<file path="config.mk">
export PLATFORM = sky130hd
export DESIGN_NAME = line_mem_server
export DESIGN_NICKNAME = d
export VERILOG_FILES = /design/src/rtl/line_mem_server.sv
export SDC_FILE = /design/constraint.sdc
export NUM_CORES = 2
export LEC_CHECK = 0
export CAP_MARGIN = 10
export CORE_ASPECT_RATIO = 1.1
export CORE_MARGIN = 10
export CORE_UTILIZATION = 28
export DETAILED_ROUTE_END_ITERATION = 6
export SETUP_SLACK_MARGIN = 0.2
export SYNTH_ARGS = -nofsm -noshare
export SYNTH_HDL_FRONTEND = slang
export SYNTH_SLANG_ARGS = --single-unit
</file>
<file path="constraint.sdc">
create_clock -name clk -period 9.5 [get_ports clk]
set_input_delay 1.425 -clock clk [delete_from_list [all_inputs] [get_ports clk]]
set_output_delay 1.425 -clock clk [all_outputs]
set_load 0.01 [all_outputs]
</file>
<file path="src/rtl/line_mem_server.sv">
// Memory end of the cache line-fill / write-back interface: 64 lines x 4 B,
// critical-word-first read bursts and sequential 4-beat line writes.
`timescale 1ns/1ps
module line_mem_server #(
   parameter int unsigned LATENCY = 3
) (
   input  logic       clk,
   input  logic       rst_n,
   input  logic       req_valid,
   output logic       req_ready,
   input  logic       req_we,
   input  logic [7:0] req_addr,
   output logic       rd_valid,
   output logic [7:0] rd_data,
   output logic [1:0] rd_offset,
   output logic       rd_last,
   output logic       wr_ready,
   input  logic       wr_valid,
   input  logic [7:0] wr_data,
   output logic       wr_done
);
   localparam int unsigned AW = 8;
   localparam int unsigned DW = 8;
   localparam int unsigned LW = 6;
   localparam int unsigned OW = 2;
   localparam int unsigned CW = 4;

   typedef enum logic [2:0] {IDLE, RD_WAIT, RD_BURST, WR_BURST, WR_WAIT, DONE} state_t;

   state_t         state_q, state_d;
   logic [CW-1:0]  lat_q, lat_d;
   logic [OW-1:0]  cnt_q, cnt_d;
   logic [LW-1:0]  line_q, line_d;
   logic [OW-1:0]  off_q, off_d;
   logic           req_ready_q, req_ready_d;
   logic           rd_valid_q, rd_valid_d;
   logic [DW-1:0]  rd_data_q, rd_data_d;
   logic [OW-1:0]  rd_offset_q, rd_offset_d;
   logic           rd_last_q, rd_last_d;
   logic           wr_ready_q, wr_ready_d;
   logic           wr_done_q, wr_done_d;

   logic [CW-1:0]  lat_last;
   logic           wr_fire;
   logic [OW-1:0]  rd_beat;
   logic [AW-1:0]  rd_addr;
   logic [AW-1:0]  mem_waddr;
   logic [DW-1:0]  mem_wdata_d;

   // Bytes are stored XORed with their address, so a zeroed power-up image reads as mem[i] = i.
   logic [DW-1:0]  mem_q [2**AW];

   assign lat_last    = CW'(LATENCY - 1);
   assign wr_fire     = (state_q == WR_BURST) && wr_ready_q && wr_valid;
   assign mem_waddr   = {line_q, cnt_q};
   assign mem_wdata_d = wr_data ^ mem_waddr;

   always_ff @(posedge clk or negedge rst_n) begin
      if (!rst_n) state_q <= IDLE;
      else        state_q <= state_d;
   end

   always_comb begin
      state_d = state_q;
      case (state_q)
         IDLE:     if (req_valid) state_d = req_we ? WR_BURST : RD_WAIT;
         RD_WAIT:  if (lat_q == lat_last) state_d = RD_BURST;
         RD_BURST: if (cnt_q == 2'd3) state_d = IDLE;
         WR_BURST: if (wr_fire && (cnt_q == 2'd3)) state_d = WR_WAIT;
         WR_WAIT:  if (lat_q == lat_last) state_d = DONE;
         DONE:     state_d = IDLE;
         default:  state_d = IDLE;
      endcase
   end

   // Counters, request latch and the next registered value of every output.
   always_comb begin
      lat_d       = lat_q;
      cnt_d       = cnt_q;
      line_d      = line_q;
      off_d       = off_q;
      req_ready_d = (state_d == IDLE);
      rd_valid_d  = 1'b0;
      rd_data_d   = '0;
      rd_offset_d = '0;
      rd_last_d   = 1'b0;
      wr_ready_d  = (state_d == WR_BURST);
      wr_done_d   = (state_q == DONE);
      rd_beat     = (state_q == RD_BURST) ? cnt_q + 2'd1 : 2'd0;
      rd_addr     = {line_q, off_q + rd_beat};
      case (state_q)
         IDLE: begin
            if (req_valid) begin
               line_d = req_addr[7:2];
               off_d  = req_addr[1:0];
               lat_d  = '0;
               cnt_d  = '0;
            end
         end
         RD_WAIT, WR_WAIT: lat_d = (lat_q == lat_last) ? '0 : lat_q + CW'(1);
         RD_BURST:         cnt_d = rd_beat;
         WR_BURST:         if (wr_fire) cnt_d = cnt_q + 2'd1;
         default:          ;
      endcase
      if (state_d == RD_BURST) begin
         rd_valid_d  = 1'b1;
         rd_offset_d = rd_addr[1:0];
         rd_data_d   = mem_q[rd_addr] ^ rd_addr;
         rd_last_d   = (rd_beat == 2'd3);
      end
   end

   always_ff @(posedge clk or negedge rst_n) begin
      if (!rst_n) begin
         lat_q       <= '0;
         cnt_q       <= '0;
         line_q      <= '0;
         off_q       <= '0;
         req_ready_q <= 1'b1;
         rd_valid_q  <= 1'b0;
         rd_data_q   <= '0;
         rd_offset_q <= '0;
         rd_last_q   <= 1'b0;
         wr_ready_q  <= 1'b0;
         wr_done_q   <= 1'b0;
      end else begin
         lat_q       <= lat_d;
         cnt_q       <= cnt_d;
         line_q      <= line_d;
         off_q       <= off_d;
         req_ready_q <= req_ready_d;
         rd_valid_q  <= rd_valid_d;
         rd_data_q   <= rd_data_d;
         rd_offset_q <= rd_offset_d;
         rd_last_q   <= rd_last_d;
         wr_ready_q  <= wr_ready_d;
         wr_done_q   <= wr_done_d;
      end
   end

   // Storage is deliberately outside reset.
   always_ff @(posedge clk) begin
      if (wr_fire) mem_q[mem_waddr] <= mem_wdata_d;
   end

   assign req_ready = req_ready_q;
   assign rd_valid  = rd_valid_q;
   assign rd_data   = rd_data_q;
   assign rd_offset = rd_offset_q;
   assign rd_last   = rd_last_q;
   assign wr_ready  = wr_ready_q;
   assign wr_done   = wr_done_q;
endmodule
</file>
# == Word level (Yosys, flattened, before mapping) ==
# Memories as Yosys holds them, arrays and structs flattened.
# Index checks and enable logic that the tools add are counted.
# totals
register_bits,32
ram_bits,2048
inputBits,21
out_inout_bits,15
elab_cells,61
mem_count,1
# classes
add_sub_neg,3
eq_ne,12
n_mux,20
bitwise,2
n_reduce_logical,11
# memory_table
memory,depth,width,read_ports,rd_ports_with_merged_regs,wr,line_no,source
mem_q,256,8,1,0,1,51,logic [DW-1:0] mem_q [2**AW];
# ops
op,count
$xor 8x8->8,2
$mux 3,5
$pmux 3 s5,1
$eq 3x2->1 const B,4
$mux 2,5
$mux 4,2
$mux 8,1
$pmux 4 s2,1
$eq 3x3->1 const B,2
$logic_not 3->1,2
$pmux 2 s3,1
$add 4x1->4 const B,1
$eq 2x2->1 const B,2
$eq 4x2->1 const B,1
$mux 1,4
$ne 2x2->1 const B,2
$reduce_and 2->1,2
$eq 3x1->1 const B,1
$logic_and 1x1->1,3
$reduce_and 3->1,1
$reduce_bool 3->1,1
$add 2x1->2 const B,1
$add 2x2->2,1
$reduce_bool 2->1,1
$reduce_or 2->1,1

# == Logic depth before layout (Yosys ltp) ==
# logic_depth
ltp_word,8
ltp_mapped,18
mapped_depth_nobuf,12

# == Worst setup path before layout ==
# No wires, ideal clock.
# synth_timing
kind,reg-to-reg
startpoint,register line_q[0]
endpoint,memory mem_q[0][2] (data pin)
setup_time_ns,1.523
t_arrival_ns,8.425
required_time_ns,7.977
slack_ns,-0.448
stages_incl_launch_ff,9
path_buffers,7
synth_period_minus_slack_ns,9.948
path_cell_list,dfrtp_1 -> buf_4 -> buf_6 -> buf_6 -> buf_2 -> buf_4 -> buf_2 -> buf_1 -> xor2_1
# synth_between
elab_chain_cells,1
# synth_rtl
element,line_no,source
"start, declared",33,"logic [LW-1:0] line_q, line_d;"
"start signal, assigned",129,line_q <= line_d;
$xor 8x8->8,56,assign mem_wdata_d = wr_data ^ mem_waddr;
via mem_wdata_d[2],48,logic [DW-1:0] mem_wdata_d;
"end, declared",51,
# The timed path passes the listed nets, and every way through them passes these cells.

# == Worst setup path in the final report ==
# layout_timing
startpoint,register state_q[2]
endpoint,register rd_data_q[5] (netlist: rd_data[5])
# layout_between
elab_chain_cells,8
word_cells_on_any_way,20
classes_between,add/sub: 1; eq/ne: 5; mux: 8; bitwise: 1; reduce/logical: 4; memory: 1
# layout_rtl
element,line_no,source
"start, declared",30,"state_t state_q, state_d;"
"start signal, assigned",60,else state_q <= state_d;
branches (longest 7 deep; another with $mem_v2 256x8),-,
$mux 8 (*),105,if (state_d == RD_BURST) begin
via rd_data_d[5],37,"logic [DW-1:0] rd_data_q, rd_data_d;"
"end signal, assigned",133,rd_data_q <= rd_data_d;
"end, declared",37,
# Mark *: on every way through the listed nets, which the timed path passes.
# A chain may end at the register's enable or synchronous reset.

==> metrics <==
Starting Density=28.2%; Die X=532 um; Slew @ Worst Pin=1.38 ns; P&R area growth vs syn=13.7%; family with the most delay on the worst path=compound AO/OA/AOI/OAI gates; post-synthesis register bit count=2080; status=finished clean; post-synthesis sequential area ratio=77.1%; flop-to-flop setup slack=4.43 ns; Remaining Overflow, GRT=0; final instance area=91900 um^2; synthesized area=80800 um^2; drt pass-1 iters=5; worst-case clock buffer depth=3; Final TNS setup=0 ns; hold_buf cts=0; Avg Vias per Cell=4.90; FF-to-FF Start=state_q[2]$_DFF_PN0_; syn_area_per_cell=21.0 um^2; Slew headroom=7.75%; Most used DFF post-synth=edfxtp_1; Critical Path Sink Type=flop; Routed wire per std cell=25.9 um; TritonCTS clock tree=built; largest net degree at the start of global routing=201; Routed WL=206000 um; vias in the first global route=39645; GPL Wtd Cong=0.796; vias=38917; deepest level of the CTS H-tree=4; Tot GR Track Use=12.9%; Resized cells post-CTS=0; buffer and inverter count on the worst path=1; Finish-stage setup viols=0; DRC=0; FF-to-FF End=rd_data[5]$_DFF_PN0_; Reg area=62300 um^2; end point of the critical path=rd_data[5]$_DFF_PN0_; layout cell share with drive strength beyond 1=22.9%; Fmax=197 MHz; max-capacitance violation count=0; Num Clock Sinks=2080; Crit path largest cell delay=0.79 ns; Area after DPL=85700 um^2; global-route wire length before repair=298000 um; Layout Utilization=32.0%; Arr. time, crit path=5.78 ns; Reg2Reg Depth=12; WP data required=10.22 ns; core footprint=287000 um^2; number of synthesized flops with an enable pin=2048; Min Hold Slack=0.503 ns; HP Class=reg -> reg; Tcrit/Tclk final=53.3%; Top Ports=36; initial antenna violation count=3; CP Depth=12; Worst-path clk slew=0.06 ns; ys async rst share=1.54%; multi-input logic area=17500 um^2; postcts setup bufs=0; number of CTS-inserted buffers=194; die area=311000 um^2; Setup Skew=0.0366 ns; pwr dens=327 nW/um^2; Fin. Hold Viols=0; total power=30.1 mW; worst vdd ir=0.400 mV; leakage power=27.6 nW; Yosys Warn Count=0; Fill cells=26946; post-layout min period=5.07 ns; Synthesized Nets=3885; Routed Antenna Nets=0; post-synth cell types=54; initial DRC count=4308; RSZ-0062 raised after global routing=no; Cell Rows=206; Slowest-stage cell, CP=o21ai_0; type of origin of the critical path=flop; hpwl dp=121000 um; die height=584 um; fin nets=3957; crit-path cells=nand2b_1 -> nor3_1 -> ha_4 -> xnor2_2 -> xor2_4 -> buf_12 -> mux4_2 -> a22o_1 -> o21ai_0 -> nand3_1 -> xnor2_1 -> nor2_1; Clock Root Buffer=clkbuf_16; latest clock arrival within the worst-skew pair=0.85 ns; Final Max Slew Viols=0; crit path kind=reg -> reg; crit path from=state_q[2]$_DFF_PN0_; Cells after Synth=3857; PortBufs=35; Crit Path Max Fanout=89
## state kept, by name (all words and copies together) (netlist names)
signal / count
mem_q: 2048
line_q: 6
rd_offset: 2
off_q: 2
rd_data: 8
cnt_q: 2
lat_q: 4
wr_done: 1
req_ready: 1
rd_last: 1
rd_valid: 1
wr_ready: 1
state_q: 3
## logic make-up after synthesis
group	Yosys count	share of synthesized area, %
buffers and inverters	242	1.62
AO/OA/AOI/OAI	142	1.21
XOR/XNOR	16	0.192
adder cells (fa/ha/maj)	7	0.108
multiplexers	601	15.8
AND/OR/NAND/NOR	769	3.97
flip-flops	2080	77.1
## where the power goes
group	internal, mW	leakage, nW	switching (mW)
Combinational	3.82	5.79	6.81
Sequential	11.6	18.8	0.142
Clock	4.31	3.04	3.37
## cell usage after synthesis (all sizes together), types with 9 or more instances
master | n | area [um^2]
a21oi | 16 | 80.1
a22o | 10 | 87.6
a22oi | 15 | 113
a31oi | 19 | 119
a32oi | 15 | 131
buf | 144 | 945
clkbuf | 90 | 338
dfrtp | 31 | 776
edfxtp | 2048 | 61500
mux2 | 12 | 135
mux2i | 48 | 480
mux4 | 541 | 12200
nand2 | 299 | 1120
nand3 | 108 | 541
nand4 | 35 | 219
nor2 | 290 | 1090
o21ai | 22 | 110
o22ai | 17 | 106
xor2 | 9 | 86.3
## stage by stage
stage          instances  worst slack [ns]
6_report            7943              4.43
4_1_cts             7940              4.46
3_3_place_gp        7581              4.48
3_5_place_dp        7581              4.46
5_1_grt             7942              4.06
2_1_floorplan       3857              2.77
## per-layer routing
| layer | global-route usage (%) | wire length [um] |
|---|---|---|
| met5 | 0 | 13 |
| met4 | 5.42 | 8820 |
| met3 | 2.18 | 13300 |
| met2 | 21.6 | 103000 |
| met1 | 16.6 | 81300 |
## how the worst min path moves through the flow
stage,from,endpoint,slack [ns],cells after the start
2_1_floorplan,lat_q[3]$_DFFE_PN0P_,lat_q[3]$_DFFE_PN0P_,0.45,1
3_3_place_gp,lat_q[3]$_DFFE_PN0P_,lat_q[3]$_DFFE_PN0P_,0.47,1
3_5_place_dp,lat_q[3]$_DFFE_PN0P_,lat_q[3]$_DFFE_PN0P_,0.48,1
4_1_cts,lat_q[3]$_DFFE_PN0P_,lat_q[3]$_DFFE_PN0P_,0.49,1
5_1_grt,lat_q[3]$_DFFE_PN0P_,lat_q[3]$_DFFE_PN0P_,0.52,1
6_report,lat_q[3]$_DFFE_PN0P_,lat_q[3]$_DFFE_PN0P_,0.50,1
## cell usage in the layout (no fill, tap or decap), types with 45 or more instances in the layout
master / synthesis / routed
clkinv_1: 1 / 47
buf_4: 30 / 64
mux4_2: 541 / 541
mux2i_1: 48 / 48
edfxtp_1: 2048 / 2048
nor2_1: 290 / 286
nand3_1: 108 / 104
clkbuf_1: 90 / 45
clkbuf_16: 0 / 198
nand2_1: 299 / 287
## area by class of cell
cell class	instances	area share, %
Clock buffer	245	5.60
Timing Repair Buffer	110	1.14
Antenna cell	3	0.00817
Inverter	8	0.0327
Multi-Input combinational cell	1535	19.0
Clock inverter	114	1.15
Tap cell	3848	5.24
Sequential cell	2080	67.8
## worst reg2reg max path: stages (launching register included)
cell and delay [ns]:
dfrtp_1 0.50, nand2b_1 0.26, nor3_1 0.34, ha_4 0.20
xnor2_2 0.18, xor2_4 0.49, buf_12 0.41, mux4_2 1.01
a22o_1 0.28, o21ai_0 0.80, nand3_1 0.22, xnor2_1 0.20
nor2_1 0.05
No activity file was read; power rests on OpenSTA's default activity.
